$ cat config.mk
export PLATFORM = sky130hd
export DESIGN_NAME = rca_accumulator
export DESIGN_NICKNAME = d
export VERILOG_FILES = /design/src/rtl/rca_pkg.sv /design/src/rtl/rca.sv /design/src/rtl/rca_accumulator.sv
export SDC_FILE = /design/constraint.sdc
export NUM_CORES = 1
export LEC_CHECK = 0
export ABC_AREA = 1
export CORE_UTILIZATION = 48
export DETAILED_ROUTE_END_ITERATION = 10
export GPL_TIMING_DRIVEN = 0
export PLACE_DENSITY = 0.91
export SLEW_MARGIN = 20
export SYNTH_ARGS = -nofsm -noshare
export SYNTH_HDL_FRONTEND = slang
export SYNTH_HIERARCHICAL = 1
export SYNTH_SLANG_ARGS = --single-unit
$ cat constraint.sdc
create_clock -name clk -period 43.2 [get_ports clk]
set_clock_uncertainty 0.15 [all_clocks]
set_input_delay 6.48 -clock clk [delete_from_list [all_inputs] [get_ports clk]]
set_output_delay 6.48 -clock clk [all_outputs]
set_load 0.01 [all_outputs]
$ cat src/rtl/rca_pkg.sv
// Shared types and default widths for the ripple-carry accumulator slice.
package rca_pkg;

    typedef enum logic {
        ACCUM = 1'b0,
        HOLD  = 1'b1
    } acc_state_t;

    localparam int RCA_WIDTH = 32;
    localparam int RCA_CNT_W = 8;

endpackage

$ cat src/rtl/rca.sv
// Combinational ripple-carry adder: s = a + b + cin, with the carry-out in s[WIDTH].
module rca
    import rca_pkg::*;
#(
    parameter int WIDTH = RCA_WIDTH
) (
    input  logic [WIDTH-1:0] a,
    input  logic [WIDTH-1:0] b,
    input  logic             cin,
    output logic [WIDTH:0]   s
);

    logic [WIDTH:0] carry;

    assign carry[0] = cin;

    genvar i;
    generate
        for (i = 0; i < WIDTH; i++) begin : g_fa
            assign s[i]       = a[i] ^ b[i] ^ carry[i];
            assign carry[i+1] = (a[i] & b[i]) | (carry[i] & (a[i] ^ b[i]));
        end
    endgenerate

    assign s[WIDTH] = carry[WIDTH];

endmodule

$ cat src/rtl/rca_accumulator.sv
// Packet accumulator: sums a valid/ready operand stream through rca and holds the
// total, sticky carry flag and beat count until the consumer takes it.
module rca_accumulator
    import rca_pkg::*;
#(
    parameter int WIDTH = RCA_WIDTH,
    parameter int CNT_W = RCA_CNT_W
) (
    input  logic             clk,
    input  logic             rst,
    input  logic             in_valid,
    output logic             in_ready,
    input  logic [WIDTH-1:0] in_data,
    input  logic             in_last,
    output logic             out_valid,
    input  logic             out_ready,
    output logic [WIDTH-1:0] out_sum,
    output logic             out_ovf,
    output logic [CNT_W-1:0] out_count,
    output logic             out_trunc
);

    acc_state_t       state;
    acc_state_t       state_next;
    logic [WIDTH-1:0] acc;
    logic             ovf;
    logic [CNT_W-1:0] count;
    logic             trunc;
    logic [WIDTH:0]   s;
    logic             accept;
    logic [CNT_W-1:0] count_inc;
    logic             sat;

    rca #(.WIDTH(WIDTH)) u_rca (
        .a  (acc),
        .b  (in_data),
        .cin(1'b0),
        .s  (s)
    );

    // Handshake flags come from state alone, so no input reaches in_ready.
    assign in_ready  = (state == ACCUM);
    assign out_valid = (state == HOLD);
    assign accept    = in_valid & in_ready;
    assign count_inc = count + 1'b1;
    assign sat       = (count_inc == {CNT_W{1'b1}});

    always_comb begin
        state_next = state;
        case (state)
            ACCUM: if (accept && (in_last || sat)) state_next = HOLD;
            HOLD:  if (out_ready) state_next = ACCUM;
            default: state_next = ACCUM;
        endcase
    end

    always_ff @(posedge clk) begin
        if (rst) state <= ACCUM;
        else     state <= state_next;
    end

    always_ff @(posedge clk) begin
        if (rst) begin
            acc   <= '0;
            ovf   <= 1'b0;
            count <= '0;
            trunc <= 1'b0;
        end else if (accept) begin
            acc   <= s[WIDTH-1:0];
            ovf   <= ovf | s[WIDTH];
            count <= count_inc;
            // Only meaningful on the closing beat; earlier beats leave it at 0.
            trunc <= ~in_last & sat;
        end else if (out_valid && out_ready) begin
            acc   <= '0;
            ovf   <= 1'b0;
            count <= '0;
            trunc <= 1'b0;
        end
    end

    assign out_sum   = acc;
    assign out_ovf   = ovf;
    assign out_count = count;
    assign out_trunc = trunc;

endmodule

==> run_results.csv, run 1 <==
group,metric,value,unit
drt,via_per_inst,4.96,
drt,route.met2.wl,2.83,mm
power_and_ir_drop,switching_share,29.6,%
clock_tree,insertion_delay,0.29,ns
critical_path,path_delay_family,"adder cells",
drt,drc_errors,0,
placed_design,io_buffers,79,
critical_path,cp_common_cell,"fa_1",
logic_synthesis,synthesis.nets,347,
global_route,grt_pass1_vias,2109,
clock_tree,cts_tree,"done",
power_and_ir_drop,power.density,33.3,nW/um2
power_and_ir_drop,intPower,79.1,uW
clock_tree,cts-htree-levels,2,
logic_synthesis,yosysWarnings,6,
logic_synthesis,async_flop_share,0,%
global_route,grt_pass1_wl,9.34,mm
placed_design,gp_congestion,0.782,
logic_synthesis,synth.area.top_cells,"dfxtp_1 (36%), fa_1 (27%), nand2_1 (14%)",
final_layout,nNetsFinal,433,
critical_path,crit_fanout,1,
sta,slew_violations,0,
sta,fin_setup_tns,0,ns
critical_path,crit_type,"input port to flop",
final_layout,post-route-util,70.9,%
logic_synthesis,synth.ff_latch_count,43,
logic_synthesis,ys.flop_type,"dfxtp_1",
drt,drtIter0Drc,103,
power_and_ir_drop,p_clk_share,26.9,%
final_layout,design_area,3370,um2
final_layout,layout_commonest_cell,"nand2_1",
critical_path,reg2reg_slack,29.78,ns
final_layout,fill_cells,386,
logic_synthesis,ys_types,24,
clock_tree,cts_resized,0,
power_and_ir_drop,p_sw,33.3,uW
final_layout,seqCellArea,861,um2
sta,hold_viol_final,0,
job,maxCapViolations,0,
clock_tree,cts_root_buf,"clkbuf_8",
power_and_ir_drop,leakage,0.00132,uW
drt,wl_met3,348,um
power_and_ir_drop,combPwrFrac,30.2,%
critical_path,path_buf_inv,5,
power_and_ir_drop,ir_drop,0.0248,mV
critical_path,crit_start,"in_data[0]",
clock_tree,cts_buffer_depth,2,
drt,wl_met1,2.21,mm
run_status,outcome,"finished, final reports clean",
logic_synthesis,seq_area_frac_synth,35.9,%
global_route,grtUsageTotal,23.2,%
drt,vias,2127,
critical_path,rr_startpoint,"out_sum[0]",
sta,holdWs,0.330,ns
critical_path,max_stage_delay,0.42,ns
placed_design,placed_cell_area,3270,um2
critical_path,startpoint_type,"input port",
placed_design,dp_hpwl,4.21,mm
final_layout,final_layout_size_suffix_gt1_share,6.08,%
floorplanning,num_rows,25,
final_layout,multi_input_area,1400,um2
floorplanning,die_x,72.6,um
critical_path,cp_slowest_cell,"clkdlybuf4s50_1",
logic_synthesis,yosysTopAreaCell,"dfxtp_1",
logic_synthesis,syn_area,2390,um2
critical_path,cp.arrival,19.74,ns
floorplanning,die_y,72.6,um
global_route,grt_max_degree,13,
final_layout,area_growth,40.8,%
final_layout,final_cell_mix,"nand2_1 (91), clkdlybuf4s50_1 (79), dfxtp_1 (43)",
drt,routed.top_layer,"met4",
floorplanning,initial_core_util,50.4,%
drt,wl_per_cell,12.7,um
clock_tree,hold_buffers,0,
power_and_ir_drop,power,112,uW
critical_path,worstSetupEndpointType,"flop",
floorplanning,top_level_ports,81,
final_layout,diodes,0,
logic_synthesis,synth_edf_count,0,
power_and_ir_drop,pwr-share-seq,43.0,%
logic_synthesis,avgSynthCellArea,8.68,um2
logic_synthesis,synthCells,276,
logic_synthesis,yosysTopAreaCellShare,35.9,%
floorplanning,dieArea,5280,um2
global_route,antenna_found_initial,0,
clock_tree,clock_sinks,43,
hold_path,hp-class,"flop to flop",
hold_path,hold_path_startpoint,"out_trunc",
clock_tree,path_clk_slew,0.08,ns
drt,routed_wl,5.46,mm
global_route,overflow,0,
sta,post-route-min-period,19.67,ns
drt,dr.pass1.iters,4,
sta,fmax,50.8,MHz
sta,timing.final.crit_share,45.5,%
sta,rsz0062_at_grt,"false",
clock_tree,cts_setup_buffers,0,
floorplanning,core,4750,um2
drt,ant_nets,0,
clock_tree,cts_made_buffers,5,
critical_path,required,43.27,ns
sta,setup_viol,0,
[per-stage QoR]
stage	setup WS, ns	cells
2_1_floorplan	24.22	276
3_3_place_gp	23.40	422
3_5_place_dp	23.27	422
4_1_cts	23.55	429
5_1_grt	23.07	429
6_report	23.53	429
[Yosys cell counts (3+ instances only)]
library cell,number
fa_1,32
nand3_1,7
dfxtp_1,43
nand2_1,91
nor2_1,7
a21oi_1,42
inv_1,19
clkbuf_1,7
buf_2,5
inv_2,3
[registers in the layout (all words and copies together), names as in the netlist]
| name | flops |
|---|---|
| out_valid | 1 |
| out_count | 8 |
| out_ovf | 1 |
| out_trunc | 1 |
| out_sum | 32 |
[worst min-delay path, delay by kind of cell, from the launching register on]
| kind | cells | cell delay, ns |
|---|---|---|
| AND/OR/NAND/NOR | 1 | 0.06 |
| flip-flops | 1 | 0.32 |
| AO/OA/AOI/OAI | 1 | 0.06 |
[worst paths after layout]
kind,endpoint,depth (start not counted)
worst max-delay path,out_sum[31],39
worst min-delay path,out_trunc,2
worst max register to register,out_sum[31],38
worst min register to register,out_trunc,2
[cell type report]
cell class | count | area share (%)
clock inverters | 1 | 0.891
inverters | 22 | 2.45
well taps | 67 | 2.49
clock buffers | 6 | 2.15
multi-input cells | 198 | 41.4
plain buffers | 13 | 1.63
flip-flops and latches | 43 | 25.5
repair buffers | 79 | 23.5
[power by group through the flow]
stage               logic (uW)  registers, uW  clock network (uW)
finish                    33.9           48.3                30.2
global route              38.7           49.3                32.5
CTS                       34.1           48.4                31.0
detailed placement        33.8           49.3                   0
global placement          32.2           49.1                   0
floorplan                 15.5           50.7                   0
[layer usage]
metal  track usage, %  up-vias
met4             6.54        0
met5                0        -
li1                 -     1029
met1             28.0     1009
met2             41.1       81
met3             5.94        8
[logic make-up (layout without fill, tap and decap cells)]
group | Yosys count | after routing | share of synthesized area, %
other | 1 | 1 | 0.157
AO/OA/AOI/OAI | 47 | 47 | 10.3
buffers and inverters | 35 | 121 | 5.75
flip-flops | 43 | 43 | 35.9
AND/OR/NAND/NOR | 116 | 116 | 20.1
adder cells (fa/ha/maj) | 34 | 34 | 27.8
Note: power is estimated with default switching activity, not from simulation.
==> inputs of run 2 (changes only) <==
Settings changed: CORE_UTILIZATION 48 to 41, PLACE_DENSITY 0.91 to 0.83.
Clock period 43.2 ns to 17.13 ns, I/O delays scaled along.
==> run_results.csv, run 2 (synthesized netlist as in run 1, its figures left out) <==
group,metric,value,unit
global_route,antenna_found_initial,0,
critical_path,max_stage_delay,0.43,ns
drt,wl_met3,319,um
critical_path,cp.arrival,16.03,ns
clock_tree,cts_buffer_depth,2,
placed_design,pre_cts_ws,0.917,ns
final_layout,post-route-util,61.2,%
floorplanning,die_y,78.4,um
global_route,overflow,0,
global_route,grt_pass1_wl,9.07,mm
sta,hold_viol_final,0,
drt,wl_per_cell,12.8,um
sta,fin_ws,1.17,ns
clock_tree,hold_buffers,0,
global_route,grt_max_degree,15,
drt,vias,2092,
clock_tree,clock_sinks,43,
floorplanning,core,5570,um2
job,maxCapViolations,0,
critical_path,path_buf_inv,5,
critical_path,required,17.20,ns
drt,route.met2.wl,2.88,mm
clock_tree,cts_resized,0,
drt,drtIter0Drc,98,
clock_tree,cts-htree-levels,2,
final_layout,nNetsFinal,433,
final_layout,design_area,3410,um2
global_route,grt_pass1_vias,1959,
critical_path,startpoint_type,"input port",
final_layout,area_growth,42.5,%
clock_tree,cts_setup_buffers,0,
sta,fmax,62.6,MHz
critical_path,worstSetupEndpointType,"flop",
sta,fin_setup_tns,0,ns
floorplanning,num_rows,27,
final_layout,diodes,0,
final_layout,final_layout_size_suffix_gt1_share,6.61,%
sta,maxSlewHeadroom,66.6,%
final_layout,largest_register_ffs,32,
critical_path,crit_fanout,1,
clock_tree,cts_tree,"done",
critical_path,cp_common_cell,"fa_1",
clock_tree,path_clk_slew,0.08,ns
placed_design,gp_congestion,0.839,
floorplanning,die_x,78.4,um
drt,routed.top_layer,"met4",
drt,routed_wl,5.55,mm
sta,slew_violations,0,
placed_design,dp_hpwl,4.33,mm
drt,dr.pass1.iters,4,
clock_tree,insertion_delay,0.28,ns
run_status,outcome,"finished, final reports clean",
drt,via_per_inst,4.81,
final_layout,final_cell_mix,"nand2_1 (91), clkdlybuf4s50_1 (79), dfxtp_1 (43)",
sta,tightest_slew,0.502,ns
drt,wl_met1,2.32,mm
placed_design,io_buffers,79,
sta,post-route-min-period,15.96,ns
floorplanning,top_level_ports,81,
final_layout,layout_commonest_cell,"nand2_1",
hold_path,hp-class,"flop to flop",
clock_tree,cts_root_buf,"clkbuf_8",
clock_tree,cts_made_buffers,5,
power_and_ir_drop,power.density,88.3,nW/um2
sta,setup_viol,0,
floorplanning,dieArea,6150,um2
power_and_ir_drop,leakage,0.00133,uW
critical_path,crit_type,"input port to flop",
sta,timing.final.crit_share,93.2,%
critical_path,path_delay_family,"adder cells",
sta,rsz0062_at_grt,"false",
drt,ant_nets,0,
placed_design,placed_cell_area,3280,um2
global_route,grtUsageTotal,18.9,%
power_and_ir_drop,ir_drop,0.0537,mV
floorplanning,initial_core_util,43.0,%
critical_path,cp_slowest_cell,"clkdlybuf4s50_1",
drt,drc_errors,0,
[run 2: final timing paths]
path               from           to  slack, ns  cells after the start
max reg2reg  out_sum[0]  out_sum[31]       3.51                     38
min           out_trunc    out_trunc       0.32                      2
max          in_data[0]  out_sum[31]       1.17                     39
min reg2reg   out_trunc    out_trunc       0.32                      2
[run 2: per-layer routing]
metal,track usage (%),up-vias
met1,24.0,987
met4,4.81,0
met3,4.30,4
li1,-,1031
met5,0,-
met2,32.3,70
[run 2: power by group]
part	internal [uW]	switching, uW	total (uW)
Clock	58.1	34.8	93.0
Sequential	110	11.5	122
Combinational	46.8	39.7	86.5
[run 2: layout make-up]
type	count	area, um2
Fill cell	502	2160
Tap cell	72	90.1
Inverter	22	82.6
Clock buffer	5	68.8
Sequential cell	43	861
Buffer	13	55.1
Multi-Input combinational cell	198	1400
Clock inverter	3	67.6
Timing Repair Buffer	79	791
[run 2: worst register-to-register path: cells and delay by family, from the launching register on]
kind            cells  cell delay [ns]
simple gates        1             0.05
compound gates      1             0.16
flops               1             0.34
buf+inv             4             0.27
fa+ha+maj          32            12.59
[run 2: stage by stage]
step | hold WS [ns] | total power, uW | cells
after floorplan | 0.338 | 167 | 276
after global placement | 0.306 | 206 | 427
after detailed placement | 0.310 | 211 | 427
after CTS | 0.322 | 304 | 435
after global routing | 0.350 | 319 | 435
final | 0.324 | 301 | 435
